## config.mk

```make
export PLATFORM = sky130hd
export DESIGN_NAME = hazard_ctrl
export DESIGN_NICKNAME = d
export VERILOG_FILES = /design/src/rtl/hazard_ctrl_pkg.sv /design/src/rtl/hazard_ctrl_load_use_detect.sv /design/src/rtl/hazard_ctrl.sv
export SDC_FILE = /design/constraint.sdc
export NUM_CORES = 1
export LEC_CHECK = 0
export CELL_PAD_IN_SITES_DETAIL_PLACEMENT = 1
export CELL_PAD_IN_SITES_GLOBAL_PLACEMENT = 2
export CORE_ASPECT_RATIO = 1.25
export CORE_MARGIN = 4
export CORE_UTILIZATION = 30
export DETAILED_ROUTE_END_ITERATION = 12
export PLACE_DENSITY_LB_ADDON = 0.1
export RECOVER_POWER = 100
export SLEW_MARGIN = 15
export SYNTH_ARGS = -nofsm -noshare
export SYNTH_HDL_FRONTEND = slang
export SYNTH_SLANG_ARGS = --single-unit
```

## constraint.sdc

```tcl
create_clock -name clk -period 6.67 [get_ports clk]
set_input_delay 1.334 -clock clk [delete_from_list [all_inputs] [get_ports clk]]
set_output_delay 1.334 -clock clk [all_outputs]
set_load 0.01 [all_outputs]
```

## src/rtl/hazard_ctrl_pkg.sv

```systemverilog
// Shared encodings for the pipeline hazard controller: write-data source
// codes, FSM state encoding and the register-match helper.
package hazard_ctrl_pkg;

    localparam logic [1:0]  WDATA_SRC_MEM = 2'd1;
    localparam logic [31:0] STALL_CNT_MAX = 32'hFFFF_FFFF;

    typedef enum logic [1:0] {
        IDLE     = 2'd0,
        MDU_WAIT = 2'd1
    } state_e;

    // Register $zero is never a real producer, so a match on it is ignored.
    function automatic logic reg_match(input logic [4:0] src_addr,
                                       input logic [4:0] dst_addr,
                                       input logic       src_used);
        return src_used && (dst_addr != 5'd0) && (src_addr == dst_addr);
    endfunction

endpackage

```

## src/rtl/hazard_ctrl_load_use_detect.sv

```systemverilog
// Load-use comparator: flags an ID operand that depends on a load still in EXE.
module load_use_detect
    import hazard_ctrl_pkg::*;
(
    input  logic [1:0] exe_wdata_src_i,
    input  logic [4:0] exe_wr_addr_i,
    input  logic [4:0] id_rs_addr_i,
    input  logic       id_rs_used_i,
    input  logic [4:0] id_rt_addr_i,
    input  logic       id_rt_used_i,
    output logic       load_use_o
);

    logic exe_is_load;

    assign exe_is_load = (exe_wdata_src_i == WDATA_SRC_MEM);

    assign load_use_o = exe_is_load &&
                        (reg_match(id_rs_addr_i, exe_wr_addr_i, id_rs_used_i) ||
                         reg_match(id_rt_addr_i, exe_wr_addr_i, id_rt_used_i));

endmodule

```

## src/rtl/hazard_ctrl.sv

```systemverilog
// Pipeline hazard controller: load-use stalls, multi-cycle MDU occupancy
// stalls, taken-branch IF/ID flush and a saturating stall-cycle counter.
//
// state    | meaning
// ---------+---------------------------------------------------------------
// IDLE     | normal issue; load-use stall, MDU start or branch flush possible
// MDU_WAIT | MDU busy in EXE; front end frozen until mdu_cnt reaches 1
module hazard_ctrl
    import hazard_ctrl_pkg::*;
#(
    parameter int MDU_CYCLES = 4
) (
    input  logic        clk,
    input  logic        rst,
    input  logic [4:0]  id_rs_addr,
    input  logic [4:0]  id_rt_addr,
    input  logic        id_rs_used,
    input  logic        id_rt_used,
    input  logic        id_is_mdu,
    input  logic        id_branch_taken,
    input  logic [1:0]  exe_WriteDataSrc,
    input  logic [4:0]  exe_reg_write_addr,
    output logic        pause,
    output logic        pc_hold,
    output logic        if_id_hold,
    output logic        if_id_flush,
    output logic [31:0] stall_cycles
);

    localparam logic [2:0] MDU_LOAD = 3'(MDU_CYCLES - 1);

    state_e      state_q, state_d;
    logic [2:0]  mdu_cnt_q, mdu_cnt_d;
    logic [31:0] stall_cycles_q, stall_cycles_d;
    logic        load_use;
    logic        stall;
    logic        flush;

    load_use_detect u_load_use_detect (
        .exe_wdata_src_i (exe_WriteDataSrc),
        .exe_wr_addr_i   (exe_reg_write_addr),
        .id_rs_addr_i    (id_rs_addr),
        .id_rs_used_i    (id_rs_used),
        .id_rt_addr_i    (id_rt_addr),
        .id_rt_used_i    (id_rt_used),
        .load_use_o      (load_use)
    );

    always_ff @(posedge clk or negedge rst) begin
        if (!rst) begin
            state_q        <= IDLE;
            mdu_cnt_q      <= 3'd0;
            stall_cycles_q <= 32'd0;
        end else begin
            state_q        <= state_d;
            mdu_cnt_q      <= mdu_cnt_d;
            stall_cycles_q <= stall_cycles_d;
        end
    end

    always_comb begin
        state_d   = state_q;
        mdu_cnt_d = mdu_cnt_q;
        stall     = 1'b0;
        flush     = 1'b0;
        case (state_q)
            MDU_WAIT: begin
                stall     = 1'b1;
                mdu_cnt_d = mdu_cnt_q - 3'd1;
                // <= 1 rather than == 1 so a corrupted zero count cannot lock up
                if (mdu_cnt_q <= 3'd1) begin
                    state_d = IDLE;
                end
            end
            default: begin
                if (load_use) begin
                    stall = 1'b1;
                end else if (id_is_mdu) begin
                    state_d   = MDU_WAIT;
                    mdu_cnt_d = MDU_LOAD;
                end else if (id_branch_taken) begin
                    flush = 1'b1;
                end
            end
        endcase
    end

    // Outputs are gated by reset so the combinational hazard path is silent too.
    assign pause       = rst & stall;
    assign pc_hold     = rst & stall;
    assign if_id_hold  = rst & stall;
    assign if_id_flush = rst & flush;

    always_comb begin
        stall_cycles_d = stall_cycles_q;
        if (pc_hold && (stall_cycles_q != STALL_CNT_MAX)) begin
            stall_cycles_d = stall_cycles_q + 32'd1;
        end
    end

    assign stall_cycles = stall_cycles_q;

endmodule

```

======== Word level (Yosys, flattened, before mapping) ========
Index checks and enable logic that the tools add are counted.
storage, ports and cells
  output and inout port bits .............. 36
  register bits after elaboration ......... 37
  logic and storage cells ................. 39
  bits of input ports ..................... 23
cells by class
  equality and inequality tests ........... 7
  add/subtract/negate cells ............... 2
  bitwise gates (word level) .............. 2
  multiplexer cells ....................... 13
  reduce and logical (&&, ||, !) cells .... 11
  magnitude comparators ................... 1
operator list
  kind                                                  count
  adder 32 x 1 -> 32 bit (second input constant)        1
  != test 32 bit (second input constant)                1
  == test 5 bit                                         2
  two-way mux 3 bit                                     3
  two-way mux 2 bit                                     4
  logical AND 1 bit                                     6
  two-way mux 1 bit                                     6
  nonzero test 5 bit                                    1
  == test 2 x 1 -> 1 bit (second input constant)        2
  <= comparator 3 x 1 -> 1 bit (second input constant)  1
  AND reduction 3 bit                                   1
  subtractor 3 x 1 -> 3 bit (second input constant)     1
  bitwise AND 1 bit                                     2
  != test 2 x 1 -> 1 bit (second input constant)        1
  != test 2 bit (second input constant)                 1
  AND reduction 2 bit                                   1
  nonzero test 2 bit                                    1
  logical OR 1 bit                                      1

======== Longest topological paths before layout ========
  depth in word-level cells ............... 9
  mapped depth ............................ 8
  gate-level depth less buffers ........... 7

======== By module ========
A second synthesis with hierarchy kept.
second synthesis, totals
  cells, all modules ...................... 225
  area, all modules ....................... 2183.3 um^2
modules (own cells, without submodules)
  module           area an instance (um^2)  sequential area each (um^2)  cells an instance  instances
  hazard_ctrl      2043.2                   900.9                        207                1
  load_use_detect  140.1                    0.0                          18                 1

======== Worst setup path before layout ========
No wires, ideal clock.
  kind .................................... input port to output port
  start point ............................. in exe_reg_write_addr[0]
  end point ............................... out if_id_flush
  cell stages on the path ................. 4
  data required time ...................... 5.336 ns
  path slack .............................. 2.598 ns
  buffers on the path ..................... 0
  arrival ................................. 2.738 ns
  cell sequence ........................... or4_1 nor2_2 nor3b_2 a2111oi_0
on the way
  cells in the longest elaborated chain, start to end .. 8
  elaborated cells between the ends (all ways) .. 12
  those cells by class .................... 2 x eq/ne; 2 x mux; 1 x bitwise; 7 x reduce/logical
ends and longest elaborated chain
  element                         line                               source
  from (decl)                     hazard_ctrl.sv:22                  input logic [4:0] exe_reg_write_addr,
  nonzero test 5 bit              hazard_ctrl_pkg.sv:17              return src_used && (dst_addr != 5'd0) && (src_addr == dst_addr);
  logical AND 1 bit (2 in a row)  hazard_ctrl_pkg.sv:17
  logical OR 1 bit *              hazard_ctrl_load_use_detect.sv:19  (reg_match(id_rs_addr_i, exe_wr_addr_i, id_rs_used_i) ||
  logical AND 1 bit *             hazard_ctrl_load_use_detect.sv:18  assign load_use_o = exe_is_load &&
  two-way mux 1 bit *             hazard_ctrl.sv:76                  if (load_use) begin
  two-way mux 1 bit *             hazard_ctrl.sv:66                  case (state_q)
  bitwise AND 1 bit *             hazard_ctrl.sv:92                  assign if_id_flush = rst & flush;
  to (decl)                       hazard_ctrl.sv:26                  output logic if_id_flush,
Mark *: on every way between the ends. The rest lies on a longest branch, timed or not.

======== Final worst setup path ========
  start point ............................. in exe_reg_write_addr[0]
  end point ............................... out if_id_hold
on the way
  cells in the longest elaborated chain, start to end .. 8
  elaborated cells between the ends (all ways) .. 12
  those cells by class .................... 2 x eq/ne; 2 x mux; 1 x bitwise; 7 x reduce/logical
ends and longest elaborated chain
  element                         line                               source
  nonzero test 5 bit              hazard_ctrl_pkg.sv:17
  logical AND 1 bit (2 in a row)  hazard_ctrl_pkg.sv:17
  logical OR 1 bit *              hazard_ctrl_load_use_detect.sv:19
  logical AND 1 bit *             hazard_ctrl_load_use_detect.sv:18
  two-way mux 1 bit *             hazard_ctrl.sv:76
  two-way mux 1 bit *             hazard_ctrl.sv:66
  bitwise AND 1 bit *             hazard_ctrl.sv:91                  assign if_id_hold = rst & stall;
  to (decl)                       hazard_ctrl.sv:25                  output logic if_id_hold,
Marks and branches as above.

==> results.sh <==
export IMPL_yosysSeqAreaShare=0.449
export IMPL_track_usage=0.136
export IMPL_tightest_slew_ps=1070
export IMPL_final_cell_area_sq_mm=0.00267
export IMPL_cts_num_sinks=36
export IMPL_syn_inst=188
export IMPL_use_met1=0.167
export IMPL_areaGrowthSynthToFinish_pct=32.8
export IMPL_synth_xor_area_frac=0.183
export IMPL_slew_violations=0
export IMPL_crit_path_max_fanout=25
export IMPL_post_route_drc_count=0
export IMPL_synth_edf_count=0
export IMPL_p_int_uw=412
export IMPL_power_density_mw_per_mm2=229
export IMPL_multi_input_area_sq_um=971
export IMPL_start_util=0.308
export IMPL_synth_main_ff_cell="dfrtp_1"
export IMPL_outcome="complete, no violations"
export IMPL_timing_rr_end="stall_cycles[25]$_DFFE_PN0P_"
export IMPL_clk_pin_slew_worst_paths_ps=80
export IMPL_grt_util_met3=0.0335
export IMPL_ir_drop_mv=0.120
export IMPL_path_buf_inv=3
export IMPL_grt_pass1_vias=1750
export IMPL_numPortBuffers=58
export IMPL_grt_setup_unrepaired="false"
export IMPL_wl_um=5040
export IMPL_ys_types=37
export IMPL_rows=33
export IMPL_hold_buffers=0
export IMPL_dp_hpwl_um=3770
export IMPL_ys_ff_latch=36
export IMPL_netlist_area_sq_mm=0.00201
export IMPL_switching_share=0.323
export IMPL_n_antenna_cell=0
export IMPL_switchingPower_uw=197
export IMPL_crit_arrival_ps=4340
export IMPL_avgSynthCellArea_sq_um=10.7
export IMPL_hold_path_class="flop to flop"
export IMPL_synthMuxAreaShare=0.0106
export IMPL_yosysTopAreaCell="dfrtp_1"
export IMPL_yosys_warnings=0
export IMPL_dieArea_sq_mm=0.00807
export IMPL_syn_nets=214
export IMPL_wl_per_cell_um=15.1
export IMPL_fill_cells=800
export IMPL_yosys_area_share_simple=0.258
export IMPL_worstPathRequired_ps=5340
export IMPL_top_usage_layer="met2"
export IMPL_setup_violations=0
export IMPL_final_layout_size_suffix_gt1_frac=0.0610
export IMPL_layout_nets=271
export IMPL_die_h_um=99.4
export IMPL_tns_ps=0
export IMPL_grt_start_max_net_pins=40
export IMPL_placed_cell_area_sq_mm=0.00264
export IMPL_cp_start_kind="input port"
export IMPL_maxCapViolCount=0
export IMPL_critical_path_class="input port to output pin"
export IMPL_clkLatencyLatePin_ps=290
export IMPL_crit_start="exe_reg_write_addr[0]"
export IMPL_critical_path_cell_chain="dlygate4sd3_1, or4_1, nor2_2, nor3b_1, a31oi_1, inv_4, clkdlybuf4s50_1"
export IMPL_cts_buffers_inserted=5
export IMPL_synth_most_common_cell="dfrtp_1"
export IMPL_p_comb_frac=0.284
export IMPL_synth_top_family_by_area="simple AND/OR/NAND/NOR gates"
export IMPL_synth_fa_ha_area_frac=0.0187
export IMPL_drt_first_pass_iters=4
export IMPL_path_delay_family="buffers and inverters"
export IMPL_ff2ff_path_depth=7
export IMPL_cts_tree="done"
export IMPL_period_share=0.850
export IMPL_fp_dieW_um=81.2
export IMPL_r2r_start="stall_cycles[0]$_DFFE_PN0P_"
export IMPL_cts_root_buf="clkbuf_8"
export IMPL_cpMaxStageDelayCell="a31oi_1"
export IMPL_seqCellArea_sq_um=901
export IMPL_worstHoldStart="stall_cycles[19]$_DFFE_PN0P_"
export IMPL_synth_compound_area_share=0.0418
export IMPL_htreeDepth=2
export IMPL_globalplace_congestion=0.749
export IMPL_finalWorstSetupSlack_ps=998
export IMPL_relSlewSlack=0.286
export IMPL_crit_path_end_kind="output pin"
export IMPL_p_seq_frac=0.461
export IMPL_met2_usage=0.231
export IMPL_antenna_found_initial=0
export IMPL_drt_initial_drc_count=51
export IMPL_synth_area_leaders="dfrtp_1 (45%), xnor2_1 (14%), nand4_1 (5.0%)"
export IMPL_overflow=0
export IMPL_hold_depth=1
export IMPL_hold_viol=0
export IMPL_clkPwrFrac=0.255
export IMPL_p_leak_uw=0.00120
export IMPL_async_flop_share=1.00
export IMPL_fin_crit_ps=5670
export IMPL_total_power_uw=609
export IMPL_fmax_mhz=176
export IMPL_ys_top_cells_by_count="dfrtp_1 (36), xnor2_1 (33), nand4_1 (16)"
export IMPL_skew_ps=6.62
export IMPL_place_ws_ps=1610
export IMPL_final_antenna_net_count=0
export IMPL_crit_end="if_id_hold"
export IMPL_cts_buffer_depth=2
export IMPL_viasPerCell=4.88
export IMPL_yosysTopAreaCellShare=0.449
export IMPL_coreArea_sq_mm=0.00652
export IMPL_postCtsResizedCells=0
export IMPL_grt_first_pass_wirelength_um=8450
export IMPL_timing_reg2reg_setup_slack_ps=4140
export IMPL_ios=59
export IMPL_post_cts_buffers=0
export IMPL_worst_path_stages=7
export IMPL_vias=1625
export IMPL_critPathMaxStageDelay_ps=800
registers in the layout, summed over array words and instances, names as in the netlist:
name and flops:
mdu_cnt_q 3, stall_cycles 32, state_q 1
per-stage QoR:
step	hold slack [ps]	utilization	cells
floorplan	507	-	188
global route	512	0.409	333
finish	487	0.409	333
global placement	482	0.404	325
CTS	498	0.417	333
detailed placement	487	0.404	325
power groups by stage:
stage | registers (uW) | clock network [uW] | logic, uW
2_1_floorplan | 287 | 0 | 107
3_3_place_gp | 286 | 0 | 188
3_5_place_dp | 286 | 0 | 189
4_1_cts | 282 | 163 | 190
5_1_grt | 287 | 175 | 195
6_report | 281 | 155 | 173
layer usage:
metal,share of wire,up-vias
li1,-,785
met1,0.43,806
met2,0.52,28
met3,0.027,6
met4,0.014,0
met5,0,-
layout by cell type (no fill, tap or decap), types with 2 or more instances in the layout:
| cell | count |
|---|---|
| a21oi_1 | 2 |
| a31oi_1 | 2 |
| and2_1 | 3 |
| and3_1 | 10 |
| and4_1 | 5 |
| clkbuf_8 | 5 |
| clkdlybuf4s50_1 | 22 |
| clkinv_2 | 2 |
| dfrtp_1 | 36 |
| dlygate4sd3_1 | 35 |
| ha_1 | 3 |
| inv_1 | 4 |
| nand2_1 | 14 |
| nand3_1 | 15 |
| nand4_1 | 17 |
| nor2_1 | 3 |
| nor3_1 | 6 |
| nor4_1 | 2 |
| xnor2_1 | 33 |
| xor2_1 | 9 |
worst reg2reg max path: cells and delay by family (launching register included):
| family | cells | cell delay (ps) |
|---|---|---|
| XOR/XNOR | 1 | 190 |
| adder cells (fa/ha/maj) | 1 | 200 |
| flip-flops | 1 | 420 |
| AND/OR/NAND/NOR | 5 | 1600 |
cell type report:
cell class / instances / share of cell area
clock buffers: 5 / 0.0258
flip-flops and latches: 36 / 0.338
repair buffers: 58 / 0.216
multi-input cells: 139 / 0.364
clock inverters: 3 / 0.00704
inverters: 5 / 0.00798
well taps: 87 / 0.0408
kinds of logic after synthesis:
logic type	after synthesis
simple gates	82
xor+xnor	42
flops	36
buf+inv	13
compound gates	10
fa+ha+maj	3
mux	2
how the worst min path moves through the flow:
stage,endpoint,slack (ps)
global placement,stall_cycles[14]$_DFFE_PN0P_,480
CTS,stall_cycles[19]$_DFFE_PN0P_,500
global route,stall_cycles[19]$_DFFE_PN0P_,510
finish,stall_cycles[19]$_DFFE_PN0P_,490
floorplan,mdu_cnt_q[2]$_DFFE_PN0P_,510
detailed placement,stall_cycles[14]$_DFFE_PN0P_,490
No activity file was read; power rests on OpenSTA's default activity.
